==> src/rtl/pc_ctrl_pkg.sv <==
// Shared types for the PC update path: branch encodings, exception causes and
// the exception-entry sequencer states.
package pc_ctrl_pkg;

  localparam int unsigned PcWidth  = 32;
  localparam int unsigned VecWidth = 8;

  typedef enum logic [1:0] {
    BrEq = 2'b00,
    BrNe = 2'b01,
    BrGt = 2'b10,
    BrLe = 2'b11
  } branch_e;

  typedef enum logic [1:0] {
    CauseOpcode = 2'b00,
    CauseOvf    = 2'b01,
    CauseDiv0   = 2'b10
  } exc_cause_e;

  typedef enum logic [1:0] {
    StIdle,
    StVecRd,
    StWait,
    StLoad
  } exc_state_e;

  // Fixed priority among simultaneous requests: opcode > ovf > div0.
  function automatic exc_cause_e exc_prio(input logic opcode, input logic ovf,
                                          input logic div0);
    exc_cause_e cause;
    if (opcode) begin
      cause = CauseOpcode;
    end else if (ovf) begin
      cause = CauseOvf;
    end else if (div0) begin
      cause = CauseDiv0;
    end else begin
      cause = CauseOpcode;
    end
    return cause;
  endfunction

  function automatic logic branch_taken(input branch_e bt, input logic zero, input logic gt);
    logic taken;
    unique case (bt)
      BrEq: taken = zero;
      BrNe: taken = ~zero;
      BrGt: taken = gt;
      BrLe: taken = ~gt;
    endcase
    return taken;
  endfunction

endpackage

==> src/rtl/pc_exc_fsm.sv <==
// Exception entry sequencer: one vector-read cycle, MEM_LAT wait cycles, then
// one load cycle in which the handler byte is written into the PC.
import pc_ctrl_pkg::*;

module pc_exc_fsm #(
  parameter int unsigned MEM_LAT = 1
) (
  input  logic clk,
  input  logic reset,
  input  logic exc_req,
  output logic exc_entry,
  output logic mem_rd,
  output logic exc_busy,
  output logic exc_done
);

  localparam int unsigned CntW = $clog2(MEM_LAT + 1);
  localparam logic [CntW-1:0] CntOne  = CntW'(1);
  localparam logic [CntW-1:0] CntLast = CntW'(MEM_LAT);

  exc_state_e state_q, state_d;
  logic [CntW-1:0] cnt_q, cnt_d;

  always_ff @(posedge clk) begin
    if (reset) begin
      state_q <= StIdle;
      cnt_q   <= '0;
    end else begin
      state_q <= state_d;
      cnt_q   <= cnt_d;
    end
  end

  always_comb begin
    state_d   = state_q;
    cnt_d     = cnt_q;
    exc_entry = 1'b0;
    mem_rd    = 1'b0;
    exc_busy  = 1'b1;
    exc_done  = 1'b0;
    unique case (state_q)
      StIdle: begin
        exc_busy = 1'b0;
        if (exc_req) begin
          exc_entry = 1'b1;
          state_d   = StVecRd;
        end
      end
      StVecRd: begin
        mem_rd  = 1'b1;
        cnt_d   = CntOne;
        state_d = StWait;
      end
      StWait: begin
        // cnt_q counts wait cycles already spent, starting at 1.
        if (cnt_q == CntLast) begin
          state_d = StLoad;
        end else begin
          cnt_d = cnt_q + CntOne;
        end
      end
      StLoad: begin
        exc_done = 1'b1;
        state_d  = StIdle;
      end
      default: state_d = StIdle;
    endcase
  end

endmodule

==> src/rtl/pc_update_unit.sv <==
// PC/EPC state holder: applies unconditional and conditional PC loads and
// runs the exception entry sequence through pc_exc_fsm.
import pc_ctrl_pkg::*;

module pc_update_unit #(
  parameter logic [31:0] RESET_PC = 32'd0,
  parameter logic [31:0] VEC_BASE = 32'd253,
  parameter int unsigned MEM_LAT  = 1
) (
  input  logic        clk,
  input  logic        reset,
  input  logic [31:0] pc_next,
  input  logic        pc_write,
  input  logic        pc_write_cond,
  input  logic [1:0]  branch_type,
  input  logic        alu_zero,
  input  logic        alu_gt,
  input  logic        exc_opcode,
  input  logic        exc_ovf,
  input  logic        exc_div0,
  input  logic [7:0]  mem_data,
  output logic [31:0] pc,
  output logic [31:0] epc,
  output logic [1:0]  exc_cause,
  output logic [31:0] mem_addr,
  output logic        mem_rd,
  output logic        exc_busy,
  output logic        exc_done
);

  logic [31:0] pc_q, pc_d;
  logic [31:0] epc_q, epc_d;
  logic [31:0] mem_addr_q, mem_addr_d;
  exc_cause_e  cause_q, cause_d;

  logic       exc_req;
  logic       exc_entry;
  logic       pc_load;
  exc_cause_e cause_new;

  assign exc_req   = exc_opcode | exc_ovf | exc_div0;
  assign cause_new = exc_prio(exc_opcode, exc_ovf, exc_div0);
  assign pc_load   = pc_write |
                     (pc_write_cond & branch_taken(branch_e'(branch_type), alu_zero, alu_gt));

  pc_exc_fsm #(
    .MEM_LAT (MEM_LAT)
  ) u_exc_fsm (
    .clk       (clk),
    .reset     (reset),
    .exc_req   (exc_req),
    .exc_entry (exc_entry),
    .mem_rd    (mem_rd),
    .exc_busy  (exc_busy),
    .exc_done  (exc_done)
  );

  always_comb begin
    pc_d       = pc_q;
    epc_d      = epc_q;
    cause_d    = cause_q;
    mem_addr_d = mem_addr_q;
    if (exc_done) begin
      pc_d = {{(PcWidth - VecWidth){1'b0}}, mem_data};
    end else if (exc_entry) begin
      // Entry suppresses any PC write requested on the same edge.
      epc_d      = pc_q - 32'd4;
      cause_d    = cause_new;
      mem_addr_d = VEC_BASE + {30'b0, cause_new};
    end else if (!exc_busy && pc_load) begin
      pc_d = pc_next;
    end
  end

  always_ff @(posedge clk) begin
    if (reset) begin
      pc_q       <= RESET_PC;
      epc_q      <= '0;
      cause_q    <= CauseOpcode;
      mem_addr_q <= '0;
    end else begin
      pc_q       <= pc_d;
      epc_q      <= epc_d;
      cause_q    <= cause_d;
      mem_addr_q <= mem_addr_d;
    end
  end

  assign pc        = pc_q;
  assign epc       = epc_q;
  assign exc_cause = cause_q;
  assign mem_addr  = mem_addr_q;

endmodule

==> config.mk <==
export PLATFORM = sky130hd
export DESIGN_NAME = pc_update_unit
export DESIGN_NICKNAME = d
export VERILOG_FILES = /design/src/rtl/pc_ctrl_pkg.sv /design/src/rtl/pc_exc_fsm.sv /design/src/rtl/pc_update_unit.sv
export SDC_FILE = /design/constraint.sdc
export NUM_CORES = 1
export LEC_CHECK = 0
export CAP_MARGIN = 20
export CORE_UTILIZATION = 42
export DETAILED_ROUTE_END_ITERATION = 8
export PLACE_DENSITY = 0.77
export SLEW_MARGIN = 10
export SYNTH_ARGS = -nofsm -noshare
export SYNTH_HDL_FRONTEND = slang
export SYNTH_SLANG_ARGS = --single-unit
==> constraint.sdc <==
create_clock -name clk -period 2.33 [get_ports clk]
set_clock_uncertainty 0.1 [all_clocks]
set_input_delay 0.466 -clock clk [delete_from_list [all_inputs] [get_ports clk]]
set_output_delay 0.466 -clock clk [all_outputs]
set_load 0.03 [all_outputs]
==> flow_summary.yaml, run 1 <==
detailed_routing:
  drcViolationCount: 0
  num_vias: 5109
  vias_per_cell: 5.79
  wl_per_cell_um: 16.4
  drt-total-wl_mm: 14.4
  firstDrtPassIters: 5
  ant_nets: 0
  drt_iter0_markers: 449
global_routing:
  grt_antenna_before_repair: 0
  track_usage_pct: 24.9
  met1_usage_pct: 35.0
  grt_first_pass_wirelength_mm: 22.7
  grtUsageMet2_pct: 38.2
  top_usage_layer: "met2"
  grt_pass1_vias: 4490
  grt_overflow: 0
  grtUsageMet3_pct: 3.95
  grt_max_degree: 49
clock_network:
  cts-root-buf: "clkbuf_8"
  cts_max_level: 3
  cts_setup_buffers: 0
  ctsHoldBuffers: 0
  cts_tree: "done"
  insertion_delay_ps: 350
  cts_buffer_depth: 2
  cts_buffers: 9
  clkSinkCount: 73
  clk_pin_slew_ps: 80
floorplanning:
  die_w_um: 107
  start_util_pct: 44.0
  rows: 37
  io_pins: 152
  die-area_sq_um: 11400
  core_area_sq_um: 10500
  die_h_um: 107
critical_path:
  r2r_cells: 4
  cp-endpoint: "epc[26]$_SDFFE_PP0P_"
  reg2reg_from: "pc[16]$_SDFFE_PP0P_"
  startpoint_type: "flip-flop"
  path_class: "reg2reg"
  worstReg2RegEnd: "epc[26]$_SDFFE_PP0P_"
  cp_max_fo: 5
  rrSetupSlack_ps: 5
  crit_path_start: "pc[16]$_SDFFE_PP0P_"
  worstPathRequired_ps: 2490
  worstPathArrival_ps: 2490
  cp-end-kind: "flip-flop"
power:
  vdd_drop_max_uv: 702
  finalPower_uw: 7020
  powerDensity_nw_per_um2: 1090
  p_leak_uw: 0.00268
timing:
  slew-limit-headroom_pct: 38.1
  hold_viol_final: 0
  min_period_ps: 2320
  fin_tns_setup_ps: 0
  finalSetupViolCount: 0
  post-route-period-util_pct: 99.8
  tightest_slew_ps: 929
  final_max_slew_viol_count: 0
  max_freq_mhz: 430
  fin_ws_ps: 5.47
  grt_setup_unrepaired: "yes"
synth:
  ys_async_sr_fraction_pct: 0
  synth_compound_area_share_pct: 20.4
  netlist_instances: 614
  ys_ff_latch: 73
  synth-xor-area-share_pct: 2.65
  synth_top_area_cell: "dfxtp_1"
  synthSimpleGateAreaFrac_pct: 32.3
  yosysSeqAreaShare_pct: 31.6
  yosysWarningCount: 0
  synth_area_leaders: "dfxtp_1, nand3_1, buf_4"
  synth_top_family_by_area: "simple AND/OR/NAND/NOR gates"
  avgSynthCellArea_sq_um: 7.54
  synthAdderAreaFrac_pct: 1.62
  synth_cell_type_count: 42
  syn-cell-area_sq_um: 4630
  synth-edff-count: 0
  ys.flop_type: "dfxtp_1"
  muxShareOfSynthArea_pct: 0.433
  synth_top_area_share_pct: 31.6
run_status:
  run_status: "complete, no violations"
placement:
  post-dp-hpwl_mm: 9.96
  post_dp_cell_area_sq_um: 6150
  io_buffers: 128
  gp_congestion: 0.840
  pre_cts_slack_ps: -332
  numPlacedInstances: 866
min_path:
  hold_class: "reg2reg"
  min_from: "exc_cause[0]$_SDFFE_PP0P_"
finish:
  area.growth.synth_to_final_pct: 38.9
  fin_cells: 883
  n_fill_cell: 922
  design_area_sq_um: 6430
  multi_input_area_sq_um: 2810
  seq_area_sq_um: 1480
  layout-drive-gt1-share_pct: 13.5
  diodes: 0
  num-nets-final: 799
flow_run:
  max_cap_viol_count: 0
## power breakdown
group	switching, uW	internal (uW)
clock network	490	622
logic	2370	1730
registers	226	1580
total	3090	3930
## state kept, by name, indices dropped and copies added (netlist names)
name	count
u_exc_fsm.state_q	2
u_exc_fsm.cnt_q	1
pc	32
exc_cause	2
mem_addr	4
epc	32
## stage by stage
step	hold WS, ps	util, %
after floorplan	339	-
after global placement	345	58.6
after global routing	395	61.2
after detailed placement	351	58.6
final	357	61.2
after CTS	362	60.8
## placed cells by master, fill, tap and decap left out, drive strengths merged, types with 4 or more instances in the layout
cell type and instances:
nand3 51, clkdlybuf4s50 123, buf 57, nor4 4, inv 16, a21oi 8
nor3 35, nand2 40, ha 6, clkbuf 13, dfxtp 73, or3 10
and3 24, nor2 55, o31ai 21, o21ai 28, or4 18, nor3b 26
xor2 10, a311oi 16, a211oi 21, conb 23, a2111oi 8, xnor2 4
a221oi 8, a31oi 24
## synth_stat cells (2+ instances only)
cell type	instances
nor3_1	35
or3_2	2
nand4b_1	2
buf_6	2
nor2_1	55
a31oi_1	24
nand3_1	51
a21oi_1	8
or2_2	3
buf_4	28
nand4_1	3
or3_1	8
a211oi_1	21
or4_4	2
dfxtp_1	73
or4_1	15
a2111oi_0	8
o21ai_0	28
nor2b_1	3
a221oi_1	8
mux2i_1	2
nor4_1	3
nand3b_1	2
buf_1	7
inv_1	15
and3_1	24
nand2_1	40
xnor2_1	4
nor3b_1	26
ha_1	6
xor2_1	10
o31ai_1	21
a311oi_1	16
clkbuf_1	51
## worst min-delay path by stage
stage                                   end  slack (ps)  cells after the start
2_1_floorplan  u_exc_fsm.cnt_q$_SDFFE_PP0P_         340                      2
3_3_place_gp       mem_addr[8]$_SDFFE_PP0P_         340                      2
3_5_place_dp      exc_cause[0]$_SDFFE_PP0P_         350                      2
4_1_cts           exc_cause[0]$_SDFFE_PP0P_         360                      2
5_1_grt           exc_cause[0]$_SDFFE_PP0P_         400                      2
6_report          exc_cause[0]$_SDFFE_PP0P_         360                      2
## critical path: stages, from the launching register on
cell and delay [ps]:
dfxtp_4 340, or4_4 560, or4_4 470, or4_4 490, a311oi_2 280
## routing by layer
layer  vias to the layer above  wire length [um]
met2                       258              6420
met3                        27              1060
met1                      2346              6660
li1                       2478                 -
met4                         0               308
met5                         -                 0
## cell families (layout without fill, tap and decap cells)
kind of cell	Yosys count	in the layout
and+or+nand+nor	279	280
AOI/OAI and AO/OA	136	136
buffers and inverters	103	213
DFF	73	73
xor gates and xnor gates	14	14
adders and majority gates	6	6
muxes	2	2
other	1	23
## what timing repair did
action                     in CTS  in global routing
setup endpoints to repair       6                 43
pin swaps                       1                  5
gates resized for setup         2                 10
gates cloned                    1                  0
## cell type report
class	count	share of cell area [%]
Clock buffer	13	2.80
Tap cell	136	2.65
Clock inverter	3	0.681
Timing Repair Buffer	182	26.3
Sequential cell	73	23.0
Multi-Input combinational cell	461	43.7
Inverter	15	0.876
No activity file was read; power rests on OpenSTA's default activity.
==> run 2: changes to the inputs <==
--- a/constraint.sdc
+++ b/constraint.sdc
@@ -4,2 +4,2 @@
 set_output_delay 0.466 -clock clk [all_outputs]
-set_load 0.03 [all_outputs]
+set_load 0.005 [all_outputs]
==> run 2 against run 1 <==
  * Critical path depth unchanged
  * First-iteration DRC count down 0.45%
  * Wire length decreased by 0.80%
  * Sequential power barely moved
  * Flip-flop and latch count did not move
  * Fmax rose by 1.7%
  * Cell area rose by 0.62%
==> flow_summary.yaml, run 2 (synthesis gave the netlist of run 1 again) <==
clock_network:
  clk_pin_slew_ps: 80
  clkSinkCount: 73
  cts_max_level: 3
  cts-root-buf: "clkbuf_8"
  ctsHoldBuffers: 0
  cts_buffers: 9
  insertion_delay_ps: 350
  cts_buffer_depth: 2
  cts_tree: "done"
  cts_setup_buffers: 0
timing:
  max_freq_mhz: 437
  grt_setup_unrepaired: "yes"
  hold_viol_final: 0
  min_period_ps: 2290
  slew-limit-headroom_pct: 39.5
  post-route-period-util_pct: 98.1
  final_max_slew_viol_count: 0
  finalSetupViolCount: 0
  tightest_slew_ps: 908
floorplanning:
  die_w_um: 107
  die-area_sq_um: 11400
  io_pins: 152
  start_util_pct: 44.0
  die_h_um: 107
  rows: 37
  core_area_sq_um: 10500
critical_path:
  slowest_stage: "or4_4"
  reg2reg_from: "pc[21]$_SDFFE_PP0P_"
  cp-endpoint: "epc[29]$_SDFFE_PP0P_"
  cp_max_fo: 7
  slowest_delay_ps: 580
  crit_path_start: "pc[21]$_SDFFE_PP0P_"
  cp-end-kind: "flip-flop"
  worstPathArrival_ps: 2450
  startpoint_type: "flip-flop"
  cp.depth: 4
  rrSetupSlack_ps: 40
  worstPathRequired_ps: 2490
  path_cells: "or4_4 -> or4b_1 -> or4_1 -> a311oi_2"
  critPathTopFamily: "simple AND/OR/NAND/NOR gates"
  worstReg2RegEnd: "epc[29]$_SDFFE_PP0P_"
  path_class: "reg2reg"
  r2r_cells: 4
  cp_num_buf_inv: 0
detailed_routing:
  ant_nets: 0
  drt-total-wl_mm: 14.3
  firstDrtPassIters: 5
  vias_per_cell: 5.94
  num_vias: 5254
  wl_per_cell_um: 16.2
  drt_iter0_markers: 447
  drcViolationCount: 0
global_routing:
  grt_pass1_vias: 4701
  grt_max_degree: 49
  grt_antenna_before_repair: 0
  track_usage_pct: 24.5
  grt_overflow: 0
  grt_first_pass_wirelength_mm: 22.6
flow_run:
  max_cap_viol_count: 0
finish:
  fin_cells: 885
  final_common_cell: "clkdlybuf4s50_1"
  n_fill_cell: 910
  layout-drive-gt1-share_pct: 13.0
  num-nets-final: 801
  final_cell_mix: "clkdlybuf4s50_1, dfxtp_1, nor2_1"
  area.growth.synth_to_final_pct: 39.8
  diodes: 0
power:
  powerDensity_nw_per_um2: 989
  vdd_drop_max_uv: 437
  p_leak_uw: 0.00267
  finalPower_uw: 6400
placement:
  numPlacedInstances: 868
  io_buffers: 128
  gp_congestion: 0.832
  post-dp-hpwl_mm: 10.1
min_path:
  hold_class: "reg2reg"
run_status:
  run_status: "complete, no violations"
run 2: cell count changes in the layout (fill, tap and decap cells not counted), moves of 2 or more:
cell | before | now
dfxtp_4 | 4 | 1
dfxtp_1 | 66 | 68
clkdlybuf4s50_1 | 123 | 126
buf_12 | 1 | 3
run 2: worst min-delay path by stage:
stage	startpoint	end	slack, ps	cells after the start
global route	mem_addr[1]$_SDFFE_PP0P_	mem_addr[1]$_SDFFE_PP0P_	380	2
detailed placement	exc_cause[0]$_SDFFE_PP0P_	exc_cause[0]$_SDFFE_PP0P_	360	2
finish	exc_cause[0]$_SDFFE_PP0P_	exc_cause[0]$_SDFFE_PP0P_	360	2
CTS	exc_cause[0]$_SDFFE_PP0P_	exc_cause[0]$_SDFFE_PP0P_	370	2
floorplan	u_exc_fsm.cnt_q$_SDFFE_PP0P_	u_exc_fsm.cnt_q$_SDFFE_PP0P_	340	2
global placement	exc_cause[0]$_SDFFE_PP0P_	exc_cause[0]$_SDFFE_PP0P_	350	2
run 2: worst min-delay path, cell delays in order, from the launching register on:
cell and delay, ps:
dfxtp_1 310, nand2_1 50, a21oi_1 50
run 2: through the flow:
stage / utilization (%) / setup WS, ps / setup TNS [ps] / hold slack, ps / instance area, sq um
final: 61.6 / 44.2 / 0 / 361 / 6470
after global routing: 61.6 / -6.30 / -6.30 / 382 / 6470
after CTS: 61.2 / 8.13 / 0 / 367 / 6430
after detailed placement: 58.8 / -358 / -9610 / 356 / 6180
after global placement: 58.8 / -285 / -8060 / 347 / 6180
after floorplan: - / -52.3 / -157 / 339 / 4720
run 2: what timing repair did:
item | 4_1_cts | 5_1_grt
pin swaps | 1 | 5
resized for setup | 1 | 9
setup endpoints to repair | 6 | 34
gates cloned | 0 | 1
run 2: where the power goes:
group          leakage (uW)  internal, uW  switching (uW)
clock              0.000118           696             479
sequential         0.000602          1580             228
combinational       0.00195          1740            1680
total               0.00267          4020            2380
run 2: layout make-up:
class                           count  area [sq um]  area share (%)
Clock buffer                       12           166            2.57
Clock inverter                      4          72.6            1.12
Inverter                           15          56.3           0.870
Multi-Input combinational cell    461          2800            43.3
Sequential cell                    73          1470            22.7
Tap cell                          136           170            2.63
Timing Repair Buffer              184          1730            26.8
run 2: routing by layer:
metal / global-route usage, % / share of wire [%]
met1: 32.8 / 45
met2: 39.2 / 46
met3: 3.71 / 7.1
met4: 10.5 / 2.2
met5: 0 / 0
==> run 3: changes to the inputs <==
CORE_MARGIN = 3   (was not set)
==> run 3 against run 2 <==
  * Wire length rose by 1.5%
  * Clock power shrank 14%
  * Global-route usage is 2.0 points lower
  * Cell count shrank 0.68%
  * Via count fell by 2.2%
  * Hold slack better by 1.1 ps
  * Combinational power hardly changed
  * Critical path depth did not move
  * Total power fell by 2.8%
  * Largest cell class unchanged
==> flow_summary.yaml, run 3 (synthesis gave the netlist of run 1 again) <==
timing:
  min_period_ps: 2300
  finalSetupViolCount: 0
  tightest_slew_ps: 895
  slew-limit-headroom_pct: 40.3
  max_freq_mhz: 434
  fin_ws_ps: 26.5
  post-route-period-util_pct: 98.9
  hold_viol_final: 0
  final_max_slew_viol_count: 0
  grt_setup_unrepaired: "yes"
finish:
  area.growth.synth_to_final_pct: 37.8
  final_util_pct: 60.7
  fin_cells: 879
  layout-drive-gt1-share_pct: 12.5
  final_common_cell: "clkdlybuf4s50_1"
  design_area_sq_um: 6380
  diodes: 0
  final_cell_mix: "clkdlybuf4s50_1, dfxtp_1, nor2_1"
  num-nets-final: 795
detailed_routing:
  ant_nets: 0
  wl_per_cell_um: 16.6
  drt-total-wl_mm: 14.6
  drcViolationCount: 0
  firstDrtPassIters: 6
  vias_per_cell: 5.85
  drt_iter0_markers: 476
  num_vias: 5140
floorplanning:
  die_h_um: 111
  rows: 37
  core_area_sq_um: 10500
  start_util_pct: 44.0
  die_w_um: 111
  die-area_sq_um: 12300
  io_pins: 152
critical_path:
  path_class: "reg2reg"
  cp_max_fo: 5
  worstPathArrival_ps: 2460
  critPathTopFamily: "simple AND/OR/NAND/NOR gates"
  cp-end-kind: "flip-flop"
  worstPathRequired_ps: 2490
  path_cells: "or4_4 -> or4_4 -> or4_4 -> a311oi_1"
  cpMostUsedCell: "or4_4"
  slowest_stage: "or4_4"
  slowest_delay_ps: 570
  startpoint_type: "flip-flop"
  rrSetupSlack_ps: 30
  cp_num_buf_inv: 0
placement:
  pre_cts_slack_ps: -328
  post_dp_cell_area_sq_um: 6120
  io_buffers: 128
  post-dp-hpwl_mm: 10.2
  numPlacedInstances: 861
  gp_congestion: 0.837
power:
  p_leak_uw: 0.00262
  powerDensity_nw_per_um2: 975
  clkPwrFrac_pct: 16.5
  comb_power_share_pct: 54.5
  power.switching_uw: 2390
  power_frac_seq_pct: 29.1
  vdd_drop_max_uv: 516
  internal_power_uw: 3830
  switching_share_pct: 38.5
  finalPower_uw: 6220
global_routing:
  grt_max_degree: 50
  grt_pass1_vias: 4737
  grt_first_pass_wirelength_mm: 23.4
  grt_antenna_before_repair: 0
  grt_overflow: 0
  track_usage_pct: 22.5
flow_run:
  max_cap_viol_count: 0
clock_network:
  cts_buffers: 9
  cts_max_level: 3
  cts-root-buf: "clkbuf_8"
  clkSinkCount: 73
  cts_buffer_depth: 2
  clk_pin_slew_ps: 80
  insertion_delay_ps: 340
  cts_tree: "done"
min_path:
  hold_class: "reg2reg"
run_status:
  run_status: "complete, no violations"
[run 3: cell types whose count changed in the layout (fill, tap and decap cells not counted), sizes merged]
cell	delta
buf	-6
bufinv	-1
clkbuf	-2
clkinvlp	+1
inv	+2
[run 3: power by group through the flow]
stage | registers (uW) | logic [uW] | clock network (uW)
5_1_grt | 1850 | 3710 | 1090
2_1_floorplan | 1840 | 1900 | 0
4_1_cts | 1800 | 3310 | 1030
3_3_place_gp | 1810 | 3190 | 0
6_report | 1810 | 3390 | 1020
3_5_place_dp | 1830 | 3280 | 0
[run 3: what timing repair did]
item | in CTS | in global routing
endpoints found under the setup margin | 16 | 28
setup buffers | 0 | 1
resized for setup | 5 | 7
hold buffers | 0 | 0
pin swaps | 1 | 4
gates cloned | 0 | 1
[run 3: worst paths after layout]
path	startpoint	to	cells past startpoint
hold reg to reg	mem_addr[8]$_SDFFE_PP0P_	mem_addr[8]$_SDFFE_PP0P_	2
setup / recovery	pc[16]$_SDFFE_PP0P_	epc[24]$_SDFFE_PP0P_	4
hold / removal	mem_addr[8]$_SDFFE_PP0P_	mem_addr[8]$_SDFFE_PP0P_	2
setup reg to reg	pc[16]$_SDFFE_PP0P_	epc[24]$_SDFFE_PP0P_	4
[run 3: layer usage]
layer,GRT usage (%),routed length (um),up-vias
li1,-,-,2479
met4,7.96,265,0
met3,3.06,1080,24
met1,30.5,6290,2385
met2,36.6,6920,252
met5,0,0,-
[run 3: through the flow]
| step | TNS (ps) | hold slack, ps |
|---|---|---|
| 6_report | 0 | 362 |
| 4_1_cts | 0 | 363 |
| 3_3_place_gp | -7700 | 348 |
| 2_1_floorplan | -157 | 339 |
| 5_1_grt | -29.8 | 391 |
| 3_5_place_dp | -9380 | 351 |
[run 3: worst reg2reg max path, cell delays in order (launching register included)]
cell,delay (ps)
dfxtp_4,340
or4_4,570
or4_4,470
or4_4,490
a311oi_1,250
[run 3: cell type report]
class	count	area [sq um]
flip-flops and latches	73	1470
clock inverters	6	65.1
multi-input cells	461	2800
clock buffers	10	138
well taps	136	170
fillers	938	4130
repair buffers	178	1680
inverters	15	56.3
